<file path="config.mk">
export PLATFORM = sky130hd
export DESIGN_NAME = lspc_vram_sched_flat
export DESIGN_NICKNAME = d
export VERILOG_FILES = /design/src/rtl/lspc_pkg.sv /design/src/rtl/lspc_vram_sched_if.sv /design/src/rtl/lspc_vram_wfifo.sv /design/src/rtl/lspc_vram_sched.sv /design/src/flat_wrapper.sv
export SDC_FILE = /design/constraint.sdc
export NUM_CORES = 1
export LEC_CHECK = 0
export ABC_AREA = 1
export CORE_MARGIN = 4
export CORE_UTILIZATION = 50
export CTS_CLUSTER_SIZE = 14
export DETAILED_ROUTE_END_ITERATION = 8
export PLACE_DENSITY = 0.81
export SETUP_SLACK_MARGIN = 0.15
export SYNTH_ARGS = -nofsm -noshare
export SYNTH_HDL_FRONTEND = slang
export SYNTH_SLANG_ARGS = --single-unit
</file>
<file path="constraint.sdc">
create_clock -name CLK_24M -period 3 [get_ports CLK_24M]
set_clock_uncertainty 0.1 [all_clocks]
set_input_delay 0.6 -clock CLK_24M [delete_from_list [all_inputs] [get_ports CLK_24M]]
set_output_delay 0.6 -clock CLK_24M [all_outputs]
set_load 0.03 [all_outputs]
</file>
<file path="src/rtl/lspc_pkg.sv">
// Shared definitions for the LSPC VRAM slot scheduler: window start slots,
// window phase and access-owner encodings, and the CPU write-queue entry.
package lspc_pkg;

    localparam logic [3:0] WIN_REN0 = 4'd0;
    localparam logic [3:0] WIN_REN1 = 4'd4;
    localparam logic [3:0] WIN_REN2 = 4'd8;
    localparam logic [3:0] WIN_CPU  = 4'd12;

    typedef enum logic [1:0] {
        PH_ADDR = 2'd0,
        PH_STB1 = 2'd1,
        PH_STB2 = 2'd2,
        PH_DATA = 2'd3
    } phase_t;

    typedef enum logic [1:0] {
        OWN_NONE   = 2'd0,
        OWN_REN    = 2'd1,
        OWN_CPU_WR = 2'd2,
        OWN_CPU_PF = 2'd3
    } owner_t;

    typedef struct packed {
        logic [15:0] addr;
        logic [15:0] data;
    } wr_entry_t;

endpackage

</file>
<file path="src/rtl/lspc_vram_sched_if.sv">
// Register-port (VRAMADDR/VRAMRW/VRAMMOD) and renderer fetch-port bundle
// between the LSPC front end (master) and the VRAM scheduler (slave).
interface lspc_vram_sched_if;

    logic        CPU_ADDR_WE;
    logic        CPU_RW_WE;
    logic        CPU_MOD_WE;
    logic [15:0] CPU_DATA;
    logic [15:0] CPU_RDATA;
    logic [15:0] CPU_VRAMADDR;
    logic [15:0] CPU_VRAMMOD;
    logic        CPU_BUSY;
    logic        CPU_OVF;
    logic        REN_REQ;
    logic [15:0] REN_ADDR;
    logic        REN_ACK;
    logic        REN_VALID;
    logic [15:0] REN_DATA;

    modport master (
        output CPU_ADDR_WE, CPU_RW_WE, CPU_MOD_WE, CPU_DATA, REN_REQ, REN_ADDR,
        input  CPU_RDATA, CPU_VRAMADDR, CPU_VRAMMOD, CPU_BUSY, CPU_OVF,
               REN_ACK, REN_VALID, REN_DATA
    );

    modport slave (
        input  CPU_ADDR_WE, CPU_RW_WE, CPU_MOD_WE, CPU_DATA, REN_REQ, REN_ADDR,
        output CPU_RDATA, CPU_VRAMADDR, CPU_VRAMMOD, CPU_BUSY, CPU_OVF,
               REN_ACK, REN_VALID, REN_DATA
    );

endinterface

</file>
<file path="src/rtl/lspc_vram_wfifo.sv">
// CPU write queue: {addr, data} entries, DEPTH a power of two (>= 2).
// Head entry stays stable until popped, so it can drive a whole window.
module lspc_vram_wfifo
    import lspc_pkg::*;
#(
    parameter int unsigned DEPTH = 2
) (
    input  logic      clk,
    input  logic      rst,
    input  logic      push,
    input  wr_entry_t din,
    input  logic      pop,
    output wr_entry_t dout,
    output logic      full,
    output logic      empty
);

    localparam int unsigned AW = (DEPTH > 1) ? $clog2(DEPTH) : 1;

    wr_entry_t       mem [DEPTH];
    logic [AW:0]     wr_ptr;
    logic [AW:0]     rd_ptr;

    assign empty = (wr_ptr == rd_ptr);
    assign full  = (wr_ptr[AW] != rd_ptr[AW]) && (wr_ptr[AW-1:0] == rd_ptr[AW-1:0]);
    assign dout  = mem[rd_ptr[AW-1:0]];

    // Storage write; contents need no reset since pointers gate visibility.
    always_ff @(posedge clk) begin
        if (push && !full) mem[wr_ptr[AW-1:0]] <= din;
    end

    // Pointer update with synchronous reset.
    always_ff @(posedge clk) begin
        if (rst) begin
            wr_ptr <= '0;
            rd_ptr <= '0;
        end else begin
            if (push && !full) wr_ptr <= wr_ptr + 1'b1;
            if (pop && !empty) rd_ptr <= rd_ptr + 1'b1;
        end
    end

endmodule

</file>
<file path="src/rtl/lspc_vram_sched.sv">
// LSPC VRAM time-slot scheduler. 16-clock frame, four 4-clock windows:
// SLOT 0/4/8 renderer, SLOT 12 CPU. Owns all lower/upper VRAM strobes.
// Optional macro VRAM_SLOT_STEAL_EN: an idle renderer window serves the CPU.
module lspc_vram_sched
    import lspc_pkg::*;
#(
    parameter int unsigned FIFO_DEPTH = 2
) (
    input  logic               CLK_24M,
    input  logic               RESET,
    lspc_vram_sched_if.slave   bus,
    output logic [14:0]        B,
    output logic               nBOE,
    output logic               nBWE,
    output logic [15:0]        E_OUT,
    input  logic [15:0]        E_IN,
    output logic               E_OE,
    output logic [10:0]        C,
    output logic               nCWE,
    output logic [15:0]        F_OUT,
    input  logic [15:0]        F_IN,
    output logic               F_OE
);

    logic [3:0]  slot;
    phase_t      phase;
    owner_t      owner_q, owner_cur;
    logic [15:0] vramaddr, vrammod, pf_addr_q, acc_addr, rd_data;
    logic [15:0] rdata, ren_data;
    logic        pf_pending, pf_kill, ovf, ren_ack, ren_valid;
    logic        ren_win, cpu_win, upper, is_wr, is_rd, stb, wr_done;
    logic        fifo_full, fifo_empty;
    wr_entry_t   fifo_din, head;

    assign phase   = phase_t'(slot[1:0]);
    assign ren_win = (slot == WIN_REN0) || (slot == WIN_REN1) || (slot == WIN_REN2);
`ifdef VRAM_SLOT_STEAL_EN
    assign cpu_win = (slot == WIN_CPU) || ren_win;
`else
    assign cpu_win = (slot == WIN_CPU);
`endif

    // Owner decision at window start; held for the remaining three phases.
    always_comb begin
        owner_cur = owner_q;
        if (phase == PH_ADDR) begin
            owner_cur = OWN_NONE;
            if (ren_win && bus.REN_REQ) owner_cur = OWN_REN;
            else if (cpu_win && !fifo_empty) owner_cur = OWN_CPU_WR;
            else if (cpu_win && pf_pending) owner_cur = OWN_CPU_PF;
        end
        if (RESET) owner_cur = OWN_NONE;
    end

    // Owner state register.
    always_ff @(posedge CLK_24M) begin
        if (RESET) owner_q <= OWN_NONE;
        else       owner_q <= owner_cur;
    end

    // Access address and VRAM pin drive for the current phase.
    always_comb begin
        acc_addr = '0;
        unique case (owner_cur)
            OWN_REN:    acc_addr = bus.REN_ADDR;
            OWN_CPU_WR: acc_addr = head.addr;
            OWN_CPU_PF: acc_addr = (phase == PH_ADDR) ? vramaddr : pf_addr_q;
            default:    acc_addr = '0;
        endcase
        upper   = acc_addr[15];
        is_wr   = (owner_cur == OWN_CPU_WR);
        is_rd   = (owner_cur == OWN_REN) || (owner_cur == OWN_CPU_PF);
        stb     = (phase == PH_STB1) || (phase == PH_STB2);
        B       = (owner_cur != OWN_NONE && !upper) ? acc_addr[14:0] : '0;
        C       = (owner_cur != OWN_NONE &&  upper) ? acc_addr[10:0] : '0;
        nBOE    = !(is_rd && !upper);
        nBWE    = !(is_wr && !upper && stb);
        nCWE    = !(is_wr &&  upper && stb);
        E_OE    = is_wr && !upper;
        F_OE    = is_wr &&  upper;
        E_OUT   = E_OE ? head.data : '0;
        F_OUT   = F_OE ? head.data : '0;
        rd_data = upper ? F_IN : E_IN;
        wr_done = is_wr && (phase == PH_DATA);
    end

    // An entry captures VRAMADDR as of enqueue; a same-clock address load wins.
    always_comb begin
        fifo_din.addr = bus.CPU_ADDR_WE ? bus.CPU_DATA : vramaddr;
        fifo_din.data = bus.CPU_DATA;
    end

    lspc_vram_wfifo #(.DEPTH(FIFO_DEPTH)) u_wfifo (
        .clk   (CLK_24M),
        .rst   (RESET),
        .push  (bus.CPU_RW_WE),
        .din   (fifo_din),
        .pop   (wr_done),
        .dout  (head),
        .full  (fifo_full),
        .empty (fifo_empty)
    );

    // Slot counter, CPU registers, prefetch tracking and read-data capture.
    always_ff @(posedge CLK_24M) begin
        if (RESET) begin
            slot       <= '0;
            vramaddr   <= '0;
            vrammod    <= '0;
            pf_addr_q  <= '0;
            pf_pending <= 1'b0;
            pf_kill    <= 1'b0;
            ovf        <= 1'b0;
            rdata      <= '0;
            ren_data   <= '0;
            ren_ack    <= 1'b0;
            ren_valid  <= 1'b0;
        end else begin
            slot      <= slot + 4'd1;
            ren_ack   <= (phase == PH_ADDR) && (owner_cur == OWN_REN);
            ren_valid <= (phase == PH_STB2) && (owner_cur == OWN_REN);
            if ((phase == PH_STB2) && (owner_cur == OWN_REN)) ren_data <= rd_data;
            if (phase == PH_ADDR) pf_addr_q <= vramaddr;
            // An address load during an in-flight prefetch (up to the capture
            // edge) marks its result stale; the new address gets its own prefetch.
            if (phase == PH_ADDR)
                pf_kill <= (owner_cur == OWN_CPU_PF) && bus.CPU_ADDR_WE;
            else if ((owner_cur == OWN_CPU_PF) && bus.CPU_ADDR_WE)
                pf_kill <= 1'b1;
            if ((phase == PH_STB2) && (owner_cur == OWN_CPU_PF) && !pf_kill && !bus.CPU_ADDR_WE)
                rdata <= rd_data;
            if (bus.CPU_ADDR_WE)  vramaddr <= bus.CPU_DATA;
            else if (wr_done)     vramaddr <= vramaddr + vrammod;
            if (bus.CPU_ADDR_WE || wr_done) pf_pending <= 1'b1;
            else if ((phase == PH_ADDR) && (owner_cur == OWN_CPU_PF)) pf_pending <= 1'b0;
            if (bus.CPU_MOD_WE) vrammod <= bus.CPU_DATA;
            if (bus.CPU_RW_WE && fifo_full) ovf <= 1'b1;
        end
    end

    assign bus.CPU_RDATA    = rdata;
    assign bus.CPU_VRAMADDR = vramaddr;
    assign bus.CPU_VRAMMOD  = vrammod;
    assign bus.CPU_BUSY     = !fifo_empty;
    assign bus.CPU_OVF      = ovf;
    assign bus.REN_ACK      = ren_ack;
    assign bus.REN_VALID    = ren_valid;
    assign bus.REN_DATA     = ren_data;

endmodule

</file>
<file path="src/flat_wrapper.sv">
// flat-port wrapper written by rule: the top's interface ports become plain ports
module lspc_vram_sched_flat import lspc_pkg::*;
#(
    parameter int unsigned FIFO_DEPTH = 2
)
  (CLK_24M, RESET, B, nBOE, nBWE, E_OUT, E_IN, E_OE, C, nCWE, F_OUT, F_IN, F_OE, bus_CPU_ADDR_WE, bus_CPU_RW_WE, bus_CPU_MOD_WE, bus_CPU_DATA, bus_REN_REQ, bus_REN_ADDR, bus_CPU_RDATA, bus_CPU_VRAMADDR, bus_CPU_VRAMMOD, bus_CPU_BUSY, bus_CPU_OVF, bus_REN_ACK, bus_REN_VALID, bus_REN_DATA);
  lspc_vram_sched_if bus_i ();
  input  logic CLK_24M;
  input  logic RESET;
  output logic [14:0] B;
  output logic nBOE;
  output logic nBWE;
  output logic [15:0] E_OUT;
  input  logic [15:0] E_IN;
  output logic E_OE;
  output logic [10:0] C;
  output logic nCWE;
  output logic [15:0] F_OUT;
  input  logic [15:0] F_IN;
  output logic F_OE;
  input wire logic [$bits(bus_i.CPU_ADDR_WE)-1:0] bus_CPU_ADDR_WE;
  input wire logic [$bits(bus_i.CPU_RW_WE)-1:0] bus_CPU_RW_WE;
  input wire logic [$bits(bus_i.CPU_MOD_WE)-1:0] bus_CPU_MOD_WE;
  input wire logic [$bits(bus_i.CPU_DATA)-1:0] bus_CPU_DATA;
  input wire logic [$bits(bus_i.REN_REQ)-1:0] bus_REN_REQ;
  input wire logic [$bits(bus_i.REN_ADDR)-1:0] bus_REN_ADDR;
  output wire logic [$bits(bus_i.CPU_RDATA)-1:0] bus_CPU_RDATA;
  output wire logic [$bits(bus_i.CPU_VRAMADDR)-1:0] bus_CPU_VRAMADDR;
  output wire logic [$bits(bus_i.CPU_VRAMMOD)-1:0] bus_CPU_VRAMMOD;
  output wire logic [$bits(bus_i.CPU_BUSY)-1:0] bus_CPU_BUSY;
  output wire logic [$bits(bus_i.CPU_OVF)-1:0] bus_CPU_OVF;
  output wire logic [$bits(bus_i.REN_ACK)-1:0] bus_REN_ACK;
  output wire logic [$bits(bus_i.REN_VALID)-1:0] bus_REN_VALID;
  output wire logic [$bits(bus_i.REN_DATA)-1:0] bus_REN_DATA;
  assign bus_i.CPU_ADDR_WE = bus_CPU_ADDR_WE;
  assign bus_i.CPU_RW_WE = bus_CPU_RW_WE;
  assign bus_i.CPU_MOD_WE = bus_CPU_MOD_WE;
  assign bus_i.CPU_DATA = bus_CPU_DATA;
  assign bus_i.REN_REQ = bus_REN_REQ;
  assign bus_i.REN_ADDR = bus_REN_ADDR;
  assign bus_CPU_RDATA = bus_i.CPU_RDATA;
  assign bus_CPU_VRAMADDR = bus_i.CPU_VRAMADDR;
  assign bus_CPU_VRAMMOD = bus_i.CPU_VRAMMOD;
  assign bus_CPU_BUSY = bus_i.CPU_BUSY;
  assign bus_CPU_OVF = bus_i.CPU_OVF;
  assign bus_REN_ACK = bus_i.REN_ACK;
  assign bus_REN_VALID = bus_i.REN_VALID;
  assign bus_REN_DATA = bus_i.REN_DATA;
  lspc_vram_sched #(.FIFO_DEPTH(FIFO_DEPTH)) u_core (.CLK_24M(CLK_24M), .RESET(RESET), .bus(bus_i), .B(B), .nBOE(nBOE), .nBWE(nBWE), .E_OUT(E_OUT), .E_IN(E_IN), .E_OE(E_OE), .C(C), .nCWE(nCWE), .F_OUT(F_OUT), .F_IN(F_IN), .F_OE(F_OE));
endmodule
</file>
==> qor.yml, run 1 <==
status:
  status: "finished with violations"
  violations: "setup timing"
yosys:
  avgSynthCellArea_um2: 7.973
  synth_top_flop_cell: "dfxtp_1"
  syn-num-nets: 1089
  netlist-cell-type-count: 36
  yosysSeqAreaShare: 0.4826
  synthCells: 999
  ys_warn_count: 0
  synth_area_um2: 7965
  synth_edf_count: 64
  synthArstFlopShare: 0
  synth-seq-cells: 160
detailed_routing:
  via_per_inst: 5.553
  num_vias: 8091
  drt-total-wl_mm: 28.60
  avgRoutedWirePerCell_um: 19.63
  dr.pass1.iters: 6
  drt_iter0_drc: 848
  drt.antenna.violating_nets: 0
  drc: 0
worst_setup_path:
  crit_end: "B[12]"
  r2r_setup_slack_ps: 450
  end_kind: "output port"
  r2r-start: "u_core.slot[1]"
  critPathLaunchType: "flip-flop"
  crit_start: "u_core.slot[1]"
  reg2reg_to: "u_core.bus.CPU_VRAMADDR[14]"
  crit_fanout: 14
  path_class: "reg2out"
  required_ps: 2300
  r2r_cells: 15
  cp.arrival_ps: 2570
clocking:
  clkLatencyLatePin_ps: 430
  numCtsBuffers: 17
  h-tree-depth: 4
  path_clk_slew_ps: 60
  clk_path_buf_depth: 2
  cts_tree: "built"
  cts_sinks: 160
  cts_root_buf: "clkbuf_16"
layout:
  fin_util: 0.7675
  finalNonFillerCells: 1457
  fin_nets: 1323
  diodes: 0
  drive_gt1_frac: 0.2191
  final_area_um2: 11840
  n_fill_cell: 1041
  area_delta_synth_final_pct: 48.65
floorplanning:
  ios: 201
  rows: 45
  start_util: 0.5163
  die-area_um2: 18010
  core_area_um2: 15430
  die_y_um: 134.2
  die_w_um: 134.2
worst_hold_path:
  hp-class: "reg2reg"
global_routing:
  grt_usage: 0.2808
  grt_max_degree: 40
  grt_pass1_wl_mm: 40.11
  antenna_found_initial: 0
  grt.overflow.total: 0
  first_global_vias: 7640
sta:
  finalSetupTns_ps: -8954
  worst_slew_pin_slew_ps: 524.6
  finalCritPeriodShare: 1.089
  whs_ps: 353.1
  finalHoldViolCount: 0
  rsz0062_at_grt: "yes"
  fin_ws_ps: -267.2
  period_needed_ps: 3267
  slew_viol_final: 0
  setup_viol: 62
  slew_headroom: 0.6403
  fmax_ghz: 0.3061
place:
  place_ws_ps: -185.8
  port_buffers: 200
  dp_hpwl_mm: 17.99
  placed_area_um2: 10390
  dp.cells: 1403
  gp_congestion: 0.8696
power:
  ir_drop_uv: 406.0
  p_leak_nw: 5.000
  power_mw: 5.498
  p_per_area_nw_per_um2: 464.4
flow_run:
  cap_viol_max_count: 0
[power breakdown]
part	switching [mW]	internal [mW]	total, mW
logic	0.630	0.412	1.04
registers	0.0720	2.40	2.47
clock network	0.858	1.13	1.98
total	1.56	3.94	5.50
[Yosys cell counts (2+ instances only)]
library cell | n | area (um^2)
nand2_1 | 264 | 991.0
nor2_1 | 108 | 405.4
dfxtp_1 | 96 | 1922
inv_1 | 93 | 349.1
o21ai_0 | 67 | 335.3
edfxtp_1 | 64 | 1922
nand3_1 | 60 | 300.3
a21oi_1 | 42 | 210.2
o21a_1 | 32 | 240.2
nand4_1 | 20 | 125.1
clkbuf_1 | 19 | 71.32
ha_1 | 19 | 237.7
buf_2 | 18 | 90.09
mux2i_1 | 16 | 160.2
nor2b_1 | 11 | 68.82
o211ai_1 | 11 | 82.58
xor2_1 | 8 | 70.07
nand2_2 | 7 | 43.79
inv_2 | 6 | 22.52
xnor2_1 | 5 | 43.79
buf_1 | 4 | 15.01
buf_4 | 4 | 30.03
nor2_2 | 4 | 25.02
nor3_1 | 3 | 15.01
or2_2 | 3 | 18.77
a21o_1 | 2 | 15.01
nand3_4 | 2 | 35.03
nor2_4 | 2 | 22.52
o21ai_2 | 2 | 17.52
[final cells by class]
type / count / area (um^2) / area share
multi-input cells: 694 / 4011 / 0.3388
repair buffers: 260 / 2788 / 0.2354
clock inverters: 12 / 95.09 / 0.008031
well taps: 211 / 264.0 / 0.02230
clock buffers: 20 / 436.7 / 0.03688
flip-flops and latches: 160 / 3855 / 0.3256
inverters: 100 / 390.4 / 0.03297
[registers in the layout (all words and copies together), names as in the netlist, 2 cells and up, named ones only]
name and count:
u_core.bus.CPU_VRAMMOD 16, u_core.bus.CPU_VRAMADDR 16, u_core.owner_q 2, u_core.pf_addr_q 16, u_core.u_wfifo.wr_ptr 2, u_core.bus.REN_DATA 16, u_core.slot 4, u_core.u_wfifo.mem 64
u_core.bus.CPU_RDATA 16, u_core.u_wfifo.rd_ptr 2
[critical path, cell delays in order (launching register included)]
cell,delay [ps]
dfxtp_2,330
inv_2,100
ha_4,210
nand4_1,190
nor2_4,150
nor2_4,60
nor2_8,200
nand2_8,130
buf_4,180
o21ai_0,250
a21oi_2,80
nor2_4,120
buf_6,130
[placed cells by master (no fill, tap or decap), types with 3 or more instances in the layout]
cell type / Yosys / routed
nor2_4: 2 / 33
o211ai_1: 11 / 11
edfxtp_1: 64 / 64
clkbuf_1: 19 / 3
a21oi_1: 42 / 38
inv_4: 0 / 3
nand2_4: 0 / 5
nor2b_2: 0 / 5
o21a_1: 32 / 32
nand3_1: 60 / 60
o21ai_0: 67 / 66
buf_4: 4 / 44
ha_1: 19 / 17
or2_2: 3 / 3
nor2_1: 108 / 67
a21oi_2: 1 / 4
inv_1: 93 / 83
clkinv_2: 0 / 3
clkdlybuf4s50_1: 0 / 136
clkinv_1: 1 / 4
buf_12: 0 / 14
inv_2: 6 / 12
nand2_1: 264 / 244
dfxtp_1: 96 / 89
xnor2_1: 5 / 5
mux2i_1: 16 / 16
xor2_1: 8 / 8
clkbuf_16: 0 / 21
nand4_1: 20 / 20
buf_6: 0 / 59
nor2b_4: 0 / 4
dfxtp_2: 0 / 6
nand2_2: 7 / 21
nor3_1: 3 / 3
nand3_4: 2 / 3
clkinvlp_4: 0 / 4
nor2_2: 4 / 14
[worst min-delay path by stage]
stage / start / to / slack [ps] / cells after the start
3_3_place_gp: u_core.bus.CPU_OVF / u_core.bus.CPU_OVF / 340 / 2
6_report: u_core.bus.CPU_OVF / u_core.bus.CPU_OVF / 350 / 2
4_1_cts: u_core.bus.CPU_OVF / u_core.bus.CPU_OVF / 350 / 2
2_1_floorplan: u_core.slot[0] / u_core.slot[0] / 330 / 1
3_5_place_dp: u_core.bus.CPU_OVF / u_core.bus.CPU_OVF / 340 / 2
5_1_grt: u_core.bus.CPU_OVF / u_core.bus.CPU_OVF / 370 / 2
[what timing repair did]
item                                    4_1_cts  5_1_grt
setup buffers                                 9        8
pin swaps                                    16       14
hold buffers                                  0        0
resized for setup                            59      130
endpoints found under the setup margin       63       63
cloned                                        1        4
[metal layers]
metal | up-vias | global-route usage | wire (um)
met5 | - | 0 | 0
met3 | 92 | 0.06077 | 2381
met1 | 3774 | 0.3667 | 11110
met2 | 485 | 0.4673 | 14010
li1 | 3740 | - | -
met4 | 0 | 0.08993 | 1096
[logic make-up after synthesis]
family,share of synthesized area
xor gates and xnor gates,0.01429
DFF,0.4826
buffers and inverters,0.07304
AOI/OAI and AO/OA,0.1148
muxes,0.02011
adders and majority gates,0.03236
and+or+nand+nor,0.2628
Power figures use the tool's default switching activity.
==> inputs of run 2 (changes only) <==
--- a/config.mk
+++ b/config.mk
@@ -8,6 +8,7 @@
 export ABC_AREA = 1
 export CORE_MARGIN = 4
 export CORE_UTILIZATION = 50
+export CTS_CLUSTER_DIAMETER = 120
 export CTS_CLUSTER_SIZE = 14
 export DETAILED_ROUTE_END_ITERATION = 8
 export PLACE_DENSITY = 0.81
==> results of run 2 <==
Same layout as run 1: the final DEF is identical, and so are final timing and power.
